`config.mk`:
```
export PLATFORM = sky130hd
export DESIGN_NAME = cprv_mem_stage_flat
export DESIGN_NICKNAME = d
export VERILOG_FILES = /design/src/rtl/cprv_pkg.sv /design/src/rtl/cprv_mem_stage_if.sv /design/src/rtl/cprv_lsu_align.sv /design/src/rtl/cprv_mem_stage.sv /design/src/flat_wrapper.sv
export SDC_FILE = /design/constraint.sdc
export NUM_CORES = 1
export LEC_CHECK = 0
export BUFFER_PORTS_ARGS = -buffer_cell sky130_fd_sc_hd__buf_2
export CAP_MARGIN = 30
export CORE_MARGIN = 3
export CORE_UTILIZATION = 29
export CTS_BUF_LIST = sky130_fd_sc_hd__clkbuf_4 sky130_fd_sc_hd__clkbuf_8 sky130_fd_sc_hd__clkbuf_16
export CTS_CLUSTER_SIZE = 8
export DETAILED_ROUTE_END_ITERATION = 12
export PLACE_DENSITY = 0.56
export SYNTH_ARGS = -nofsm -noshare
export SYNTH_HDL_FRONTEND = slang
export SYNTH_SLANG_ARGS = --single-unit
```
`constraint.sdc`:
```
create_clock -name clk -period 8.7 [get_ports clk]
set_clock_uncertainty 0.2 [all_clocks]
set_input_delay 0.435 -clock clk [delete_from_list [all_inputs] [get_ports clk]]
set_output_delay 0.435 -clock clk [all_outputs]
set_load 0.01 [all_outputs]
```
`src/rtl/cprv_pkg.sv`:
```
// cprv64g shared definitions: opcodes, access sizes,
// widths and the memory-stage state encoding.
package cprv_pkg;

  localparam int DATA_WIDTH = 64;
  localparam int WORD_WIDTH = 32;

  localparam logic [6:0] OPC_LOAD   = 7'b0000011;
  localparam logic [6:0] OPC_STORE  = 7'b0100011;
  localparam logic [6:0] OPC_OP     = 7'b0110011;
  localparam logic [6:0] OPC_OP_IMM = 7'b0010011;
  localparam logic [6:0] OPC_LUI    = 7'b0110111;
  localparam logic [6:0] OPC_BRANCH = 7'b1100011;

  localparam logic [1:0] SZ_B = 2'd0;
  localparam logic [1:0] SZ_H = 2'd1;
  localparam logic [1:0] SZ_W = 2'd2;
  localparam logic [1:0] SZ_D = 2'd3;

  typedef enum logic [1:0] {
    ST_IDLE,
    ST_REQ,
    ST_WAIT,
    ST_OUT
  } mem_state_e;

  function automatic logic [7:0] size_be(
    input logic [1:0] sz
  );
    logic [7:0] be;
    be = 8'h00;
    unique case (sz)
      SZ_B: be = 8'h01;
      SZ_H: be = 8'h03;
      SZ_W: be = 8'h0F;
      SZ_D: be = 8'hFF;
      default: be = 8'h00;
    endcase
    return be;
  endfunction

endpackage

```
`src/rtl/cprv_mem_stage_if.sv`:
```
// Single-outstanding req/gnt/rvalid data bus between
// the memory stage (master) and the data memory (slave).
interface cprv_mem_stage_if #(
  parameter int AW = 64,
  parameter int DW = 64
);

  logic          mem_req_o;
  logic          mem_gnt_i;
  logic          mem_we_o;
  logic [AW-1:0] mem_addr_o;
  logic [7:0]    mem_be_o;
  logic [DW-1:0] mem_wdata_o;
  logic          mem_rvalid_i;
  logic [DW-1:0] mem_rdata_i;

  modport master (
    output mem_req_o,
    output mem_we_o,
    output mem_addr_o,
    output mem_be_o,
    output mem_wdata_o,
    input  mem_gnt_i,
    input  mem_rvalid_i,
    input  mem_rdata_i
  );

  modport slave (
    input  mem_req_o,
    input  mem_we_o,
    input  mem_addr_o,
    input  mem_be_o,
    input  mem_wdata_o,
    output mem_gnt_i,
    output mem_rvalid_i,
    output mem_rdata_i
  );

endinterface

```
`src/rtl/cprv_lsu_align.sv`:
```
// Byte-lane steering for RV64 loads/stores: byte
// enables, store shift, load shift/extend, misalign.
module cprv_lsu_align
  import cprv_pkg::*;
#(
  parameter int DW = DATA_WIDTH
) (
  input  logic [2:0]    off,
  input  logic [1:0]    size,
  input  logic          sext,
  input  logic [DW-1:0] st_data,
  input  logic [DW-1:0] ld_data,
  output logic [7:0]    be,
  output logic [DW-1:0] wdata,
  output logic [DW-1:0] rdata,
  output logic          misalign
);

  logic [DW-1:0] sh;

  always_comb begin
    be       = 8'(size_be(size) << off);
    wdata    = st_data << {off, 3'b000};
    sh       = ld_data >> {off, 3'b000};
    misalign = 1'b0;
    rdata    = '0;
    unique case (size)
      SZ_B: begin
        rdata = sext ? DW'($signed(sh[7:0]))
                     : DW'(sh[7:0]);
      end
      SZ_H: begin
        misalign = off[0];
        rdata = sext ? DW'($signed(sh[15:0]))
                     : DW'(sh[15:0]);
      end
      SZ_W: begin
        misalign = |off[1:0];
        rdata = sext ? DW'($signed(sh[31:0]))
                     : DW'(sh[31:0]);
      end
      SZ_D: begin
        misalign = |off;
        rdata = sh;
      end
      default: rdata = '0;
    endcase
  end

endmodule

```
`src/rtl/cprv_mem_stage.sv`:
```
// cprv64g memory stage: one instruction in flight,
// loads/stores over a single-outstanding data bus.
module cprv_mem_stage #(
  parameter int DATA_WIDTH = 64,
  parameter int ADDR_WIDTH = 64
) (
  input  logic                  clk,
  input  logic                  rst_n,
  input  logic                  valid_mem_i,
  output logic                  ready_mem_o,
  input  logic [6:0]            opcode_mem_i,
  input  logic [2:0]            funct3_mem_i,
  input  logic [4:0]            rd_addr_mem_i,
  input  logic                  rd_en_mem_i,
  input  logic [DATA_WIDTH-1:0] alu_out_mem_i,
  input  logic [DATA_WIDTH-1:0] rs2_data_mem_i,
  output logic                  valid_wb_o,
  input  logic                  ready_wb_i,
  output logic [6:0]            opcode_wb_o,
  output logic [2:0]            funct3_wb_o,
  output logic [4:0]            rd_addr_wb_o,
  output logic                  rd_en_wb_o,
  output logic [DATA_WIDTH-1:0] alu_out_wb_o,
  output logic [DATA_WIDTH-1:0] rdata_wb_o,
  output logic                  misalign_wb_o,
  cprv_mem_stage_if.master      mem
);

  import cprv_pkg::*;

  mem_state_e state;

  logic                  idle;
  logic                  is_ld_i;
  logic                  is_st_i;
  logic                  is_mem_i;
  logic [2:0]            a_off;
  logic [1:0]            a_sz;
  logic                  a_sext;
  logic [7:0]            a_be;
  logic [DATA_WIDTH-1:0] a_wdata;
  logic [DATA_WIDTH-1:0] a_rdata;
  logic                  a_mis;

  assign idle        = (state == ST_IDLE);
  assign ready_mem_o = idle;
  assign is_ld_i     = (opcode_mem_i == OPC_LOAD);
  assign is_st_i     = (opcode_mem_i == OPC_STORE);
  assign is_mem_i    = is_ld_i | is_st_i;

  // IDLE steers from the incoming op, later from the latched one
  always_comb begin
    a_off  = idle ? alu_out_mem_i[2:0] : alu_out_wb_o[2:0];
    a_sz   = idle ? funct3_mem_i[1:0]  : funct3_wb_o[1:0];
    a_sext = idle ? ~funct3_mem_i[2]   : ~funct3_wb_o[2];
  end

  cprv_lsu_align #(
    .DW (DATA_WIDTH)
  ) u_align (
    .off      (a_off),
    .size     (a_sz),
    .sext     (a_sext),
    .st_data  (rs2_data_mem_i),
    .ld_data  (mem.mem_rdata_i),
    .be       (a_be),
    .wdata    (a_wdata),
    .rdata    (a_rdata),
    .misalign (a_mis)
  );

  always_ff @(posedge clk or negedge rst_n) begin
    if (!rst_n) begin
      state           <= ST_IDLE;
      valid_wb_o      <= 1'b0;
      opcode_wb_o     <= '0;
      funct3_wb_o     <= '0;
      rd_addr_wb_o    <= '0;
      rd_en_wb_o      <= 1'b0;
      alu_out_wb_o    <= '0;
      rdata_wb_o      <= '0;
      misalign_wb_o   <= 1'b0;
      mem.mem_req_o   <= 1'b0;
      mem.mem_we_o    <= 1'b0;
      mem.mem_addr_o  <= '0;
      mem.mem_be_o    <= '0;
      mem.mem_wdata_o <= '0;
    end else begin
      unique case (state)
        ST_IDLE: begin
          if (valid_mem_i) begin
            opcode_wb_o   <= opcode_mem_i;
            funct3_wb_o   <= funct3_mem_i;
            rd_addr_wb_o  <= rd_addr_mem_i;
            alu_out_wb_o  <= alu_out_mem_i;
            rdata_wb_o    <= '0;
            rd_en_wb_o    <= rd_en_mem_i & ~is_st_i
                             & ~(is_mem_i & a_mis);
            misalign_wb_o <= is_mem_i & a_mis;
            if (is_mem_i && !a_mis) begin
              mem.mem_req_o   <= 1'b1;
              mem.mem_we_o    <= is_st_i;
              mem.mem_addr_o  <= ADDR_WIDTH'(
                {alu_out_mem_i[DATA_WIDTH-1:3], 3'b000});
              mem.mem_be_o    <= a_be;
              mem.mem_wdata_o <= is_st_i ? a_wdata : '0;
              state           <= ST_REQ;
            end else begin
              valid_wb_o <= 1'b1;
              state      <= ST_OUT;
            end
          end
        end
        ST_REQ: begin
          if (mem.mem_gnt_i) begin
            mem.mem_req_o <= 1'b0;
            state         <= ST_WAIT;
          end
        end
        ST_WAIT: begin
          if (mem.mem_rvalid_i) begin
            if (opcode_wb_o == OPC_LOAD)
              rdata_wb_o <= a_rdata;
            valid_wb_o <= 1'b1;
            state      <= ST_OUT;
          end
        end
        ST_OUT: begin
          if (ready_wb_i) begin
            valid_wb_o <= 1'b0;
            state      <= ST_IDLE;
          end
        end
        default: state <= ST_IDLE;
      endcase
    end
  end

endmodule

```
`src/flat_wrapper.sv`:
```
// flat-port wrapper written by rule: the top's interface ports become plain ports
module cprv_mem_stage_flat import cprv_pkg::*;
#(
  parameter int DATA_WIDTH = 64,
  parameter int ADDR_WIDTH = 64
)
  (clk, rst_n, valid_mem_i, ready_mem_o, opcode_mem_i, funct3_mem_i, rd_addr_mem_i, rd_en_mem_i, alu_out_mem_i, rs2_data_mem_i, valid_wb_o, ready_wb_i, opcode_wb_o, funct3_wb_o, rd_addr_wb_o, rd_en_wb_o, alu_out_wb_o, rdata_wb_o, misalign_wb_o, mem_mem_req_o, mem_mem_we_o, mem_mem_addr_o, mem_mem_be_o, mem_mem_wdata_o, mem_mem_gnt_i, mem_mem_rvalid_i, mem_mem_rdata_i);
  cprv_mem_stage_if mem_i ();
  input  logic clk;
  input  logic rst_n;
  input  logic valid_mem_i;
  output logic ready_mem_o;
  input  logic [6:0] opcode_mem_i;
  input  logic [2:0] funct3_mem_i;
  input  logic [4:0] rd_addr_mem_i;
  input  logic rd_en_mem_i;
  input  logic [DATA_WIDTH-1:0] alu_out_mem_i;
  input  logic [DATA_WIDTH-1:0] rs2_data_mem_i;
  output logic valid_wb_o;
  input  logic ready_wb_i;
  output logic [6:0] opcode_wb_o;
  output logic [2:0] funct3_wb_o;
  output logic [4:0] rd_addr_wb_o;
  output logic rd_en_wb_o;
  output logic [DATA_WIDTH-1:0] alu_out_wb_o;
  output logic [DATA_WIDTH-1:0] rdata_wb_o;
  output logic misalign_wb_o;
  output wire logic [$bits(mem_i.mem_req_o)-1:0] mem_mem_req_o;
  output wire logic [$bits(mem_i.mem_we_o)-1:0] mem_mem_we_o;
  output wire logic [$bits(mem_i.mem_addr_o)-1:0] mem_mem_addr_o;
  output wire logic [$bits(mem_i.mem_be_o)-1:0] mem_mem_be_o;
  output wire logic [$bits(mem_i.mem_wdata_o)-1:0] mem_mem_wdata_o;
  input wire logic [$bits(mem_i.mem_gnt_i)-1:0] mem_mem_gnt_i;
  input wire logic [$bits(mem_i.mem_rvalid_i)-1:0] mem_mem_rvalid_i;
  input wire logic [$bits(mem_i.mem_rdata_i)-1:0] mem_mem_rdata_i;
  assign mem_mem_req_o = mem_i.mem_req_o;
  assign mem_mem_we_o = mem_i.mem_we_o;
  assign mem_mem_addr_o = mem_i.mem_addr_o;
  assign mem_mem_be_o = mem_i.mem_be_o;
  assign mem_mem_wdata_o = mem_i.mem_wdata_o;
  assign mem_i.mem_gnt_i = mem_mem_gnt_i;
  assign mem_i.mem_rvalid_i = mem_mem_rvalid_i;
  assign mem_i.mem_rdata_i = mem_mem_rdata_i;
  cprv_mem_stage #(.DATA_WIDTH(DATA_WIDTH), .ADDR_WIDTH(ADDR_WIDTH)) u_core (.clk(clk), .rst_n(rst_n), .valid_mem_i(valid_mem_i), .ready_mem_o(ready_mem_o), .opcode_mem_i(opcode_mem_i), .funct3_mem_i(funct3_mem_i), .rd_addr_mem_i(rd_addr_mem_i), .rd_en_mem_i(rd_en_mem_i), .alu_out_mem_i(alu_out_mem_i), .rs2_data_mem_i(rs2_data_mem_i), .valid_wb_o(valid_wb_o), .ready_wb_i(ready_wb_i), .opcode_wb_o(opcode_wb_o), .funct3_wb_o(funct3_wb_o), .rd_addr_wb_o(rd_addr_wb_o), .rd_en_wb_o(rd_en_wb_o), .alu_out_wb_o(alu_out_wb_o), .rdata_wb_o(rdata_wb_o), .misalign_wb_o(misalign_wb_o), .mem(mem_i));
endmodule
```
==> flow_metrics.env <==
export IMPL_detail_route_wl_per_cell_um=23.1
export IMPL_ios=499
export IMPL_yosysSeqAreaShare=0.485
export IMPL_synth_most_common_cell="dfrtp_1"
export IMPL_cp_start_kind="register"
export IMPL_fin_nets=2182
export IMPL_power_leakage_nw=9.86
export IMPL_coreArea_um2=49400
export IMPL_worstRegToRegCells=11
export IMPL_ant_nets=0
export IMPL_regArea_um2=7080
export IMPL_multiInputGateArea_um2=6990
export IMPL_ctsRootBufferMaster="clkbuf_16"
export IMPL_setup_viol=0
export IMPL_dieArea_um2=53000
export IMPL_vias=14000
export IMPL_async_flop_share=1.00
export IMPL_grt_max_degree=105
export IMPL_clkSinkCount=283
export IMPL_hold_path_class="primary input to register"
export IMPL_port_buffers=495
export IMPL_ir_worst_vdd_uv=210
export IMPL_postCtsSetupBuffers=0
export IMPL_power_density_nw_per_um2=338
export IMPL_drt_first_pass_iters=6
export IMPL_area_delta_synth_final_pct=35.7
export IMPL_cp_data_required_time_ps=8980
export IMPL_crit_chain="inv_1, ha_1, buf_4, mux2i_4, buf_4, nand2_1, o22a_1, a21oi_2, o31ai_2, buf_4, a21oi_1"
export IMPL_critPathCaptureType="register"
export IMPL_post_dp_hpwl_um=44900
export IMPL_syn_inst=1419
export IMPL_timing_final_crit_share=0.506
export IMPL_rsz0062_at_grt="no"
export IMPL_min_path_cells=2
export IMPL_antenna_found_initial=12
export IMPL_synth_cell_type_count=64
export IMPL_cp_max_fo=46
export IMPL_synth_compound_area_frac=0.167
export IMPL_cp_slowest_stage_delay_ps=730
export IMPL_synth_area_um2=14600
export IMPL_fillers=4931
export IMPL_slew_limit_headroom=0.352
export IMPL_synthSimpleGateAreaFrac=0.122
export IMPL_grt_pass1_vias=14100
export IMPL_finalCriticalPeriod_ps=4400
export IMPL_die_y_um=230
export IMPL_crit_top_cell="buf_4"
export IMPL_drcViolationCount=0
export IMPL_grt_pass1_wl_um=90600
export IMPL_cp_arrival_ps=4680
export IMPL_hold_violations=0
export IMPL_muxShareOfSynthArea=0.186
export IMPL_drive_above_1_share=0.387
export IMPL_critical_path_slowest_cell="a21oi_2"
export IMPL_synth_warning_count=0
export IMPL_track_usage=0.222
export IMPL_path_class="register to register"
export IMPL_synth_xor_area_frac=0
export IMPL_final_cells=2647
export IMPL_synth_main_ff_cell="dfrtp_1"
export IMPL_start_util=0.296
export IMPL_dpl_cell_count=2495
export IMPL_overflow=0
export IMPL_synth_common_cells="283 x dfrtp_1, 245 x nand2_1, 154 x mux2_2"
export IMPL_synth_edf_count=0
export IMPL_status="completed"
export IMPL_place_gp_congestion=0.955
export IMPL_syn_avg_cell_area_um2=10.3
export IMPL_clk_pin_slew_worst_paths_ps=50
export IMPL_utilization=0.401
export IMPL_cts_buffers_inserted=42
export IMPL_h_tree_depth=2
export IMPL_insertion_delay_ps=560
export IMPL_fin_tns_setup_ps=0
export IMPL_r2r_slack_ps=4300
export IMPL_synth_seq_cells=283
export IMPL_report_final_slew_viol_count=0
export IMPL_synth_top_family_by_area="multiplexers"
export IMPL_worst_pin_slew_ps=972
export IMPL_netlist_top_cell_by_area="dfrtp_1"
export IMPL_viasPerCell=5.29
export IMPL_drv_cap=0
export IMPL_synthAdderAreaFrac=0.00343
export IMPL_first_iter_violations=1412
export IMPL_synthTopCellsByArea="dfrtp_1 49%, mux2_2 12%, nand2_1 6.3%"
export IMPL_wirelength_um=61200
export IMPL_netlist_area_leader_share=0.485
export IMPL_rows=81
export IMPL_cts_tree="done"
export IMPL_fmax_mhz=227
export IMPL_cts_max_path_buffers=3
export IMPL_die_x_um=230
-- report_power, final --
part	switching, mW	internal, mW	total, mW
clock network	0.605	0.915	1.52
registers	0.172	1.58	1.75
logic	2.16	1.25	3.42
total	2.94	3.75	6.69
-- final cells by class --
class                           instances  area share
Sequential cell                       283       0.358
Multi-Input combinational cell       1017       0.353
Timing Repair Buffer                  607       0.183
Clock buffer                           45      0.0552
Tap cell                              664      0.0419
Clock inverter                          5     0.00474
Inverter                               13     0.00246
Antenna cell                           13     0.00164
-- critical path: cells and delay by family, from the launching register on --
| family | cells | cell delay, ps |
|---|---|---|
| AOI/OAI and AO/OA | 4 | 1340 |
| buffers and inverters | 4 | 1220 |
| and+or+nand+nor | 1 | 620 |
| DFF | 1 | 400 |
| muxes | 1 | 280 |
| adders and majority gates | 1 | 240 |
-- metal layers --
metal	share of wire	track usage	up-vias
met1	0.42	0.296	6990
li1	-	-	6282
met3	0.077	0.0483	92
met5	0	0	-
met2	0.48	0.357	635
met4	0.032	0.0797	0
-- flip-flops by register name (all words and copies together) (netlist names) --
signal / count
u_core.rd_addr_wb_o: 5
u_core.mem.mem_addr_o: 61
u_core.funct3_wb_o: 3
u_core.mem.mem_wdata_o: 64
u_core.alu_out_wb_o: 64
u_core.mem.mem_be_o: 8
u_core.mem.mem_we_o: 1
u_core.valid_wb_o: 1
u_core.rd_en_wb_o: 1
u_core.rdata_wb_o: 64
u_core.misalign_wb_o: 1
u_core.mem.mem_req_o: 1
u_core.opcode_wb_o: 7
u_core.state: 2
-- cells in the final DEF (no fill, tap or decap), types with 13 or more instances in the layout --
cell / synthesis / layout
mux2_2: 154 / 154
nor2_1: 47 / 47
buf_4: 7 / 21
buf_2: 29 / 494
clkbuf_16: 0 / 42
a211oi_1: 20 / 20
dfrtp_1: 283 / 283
nand2_1: 245 / 244
nor3_1: 15 / 15
and3_1: 23 / 23
dlygate4sd3_1: 0 / 86
a31oi_1: 32 / 32
nand3_1: 38 / 38
o22ai_1: 18 / 18
inv_1: 13 / 13
a21oi_1: 99 / 99
a221oi_1: 17 / 17
mux2i_1: 70 / 70
a22o_1: 49 / 49
o21ai_0: 71 / 71
diode_2: 0 / 13
-- path summary, 6_finish.rpt --
kind	from	end
worst max-delay path	u_core.state[0]	u_core.rdata_wb_o[39]
worst max register to register	u_core.state[0]	u_core.rdata_wb_o[39]
worst min register to register	u_core.mem.mem_wdata_o[44]	u_core.mem.mem_wdata_o[44]
min in group asynchronous	rst_n	u_core.mem.mem_addr_o[26]
worst min-delay path	rs2_data_mem_i[7]	u_core.mem.mem_wdata_o[7]
max in group asynchronous	rst_n	u_core.rdata_wb_o[11]
-- metrics by stage --
step | total power [mW] | instance area, um^2 | hold WS, ps | setup slack, ps
floorplan | 3.93 | 14600 | -60.6 | 5710
detailed placement | 5.08 | 17700 | 266 | 4280
CTS | 6.67 | 19700 | 2.45 | 4290
global route | 7.07 | 19800 | 20.2 | 4040
finish | 6.69 | 19800 | 30.7 | 4300
global placement | 5.05 | 17600 | 260 | 4370
-- cell families (layout without fill, tap and decap cells) --
| kind of cell | after synthesis | in the layout |
|---|---|---|
| AND/OR/NAND/NOR | 406 | 406 |
| AO/OA/AOI/OAI | 367 | 367 |
| flip-flops | 283 | 283 |
| multiplexers | 237 | 237 |
| buffers and inverters | 121 | 670 |
| adder cells (fa/ha/maj) | 4 | 4 |
| other | 1 | 16 |
-- what timing repair did --
item                                   4_1_cts  5_1_grt
endpoints found under the hold margin      226        0
resized for setup                            0        0
hold buffers                                86        0
No activity file was read; power rests on OpenSTA's default activity.
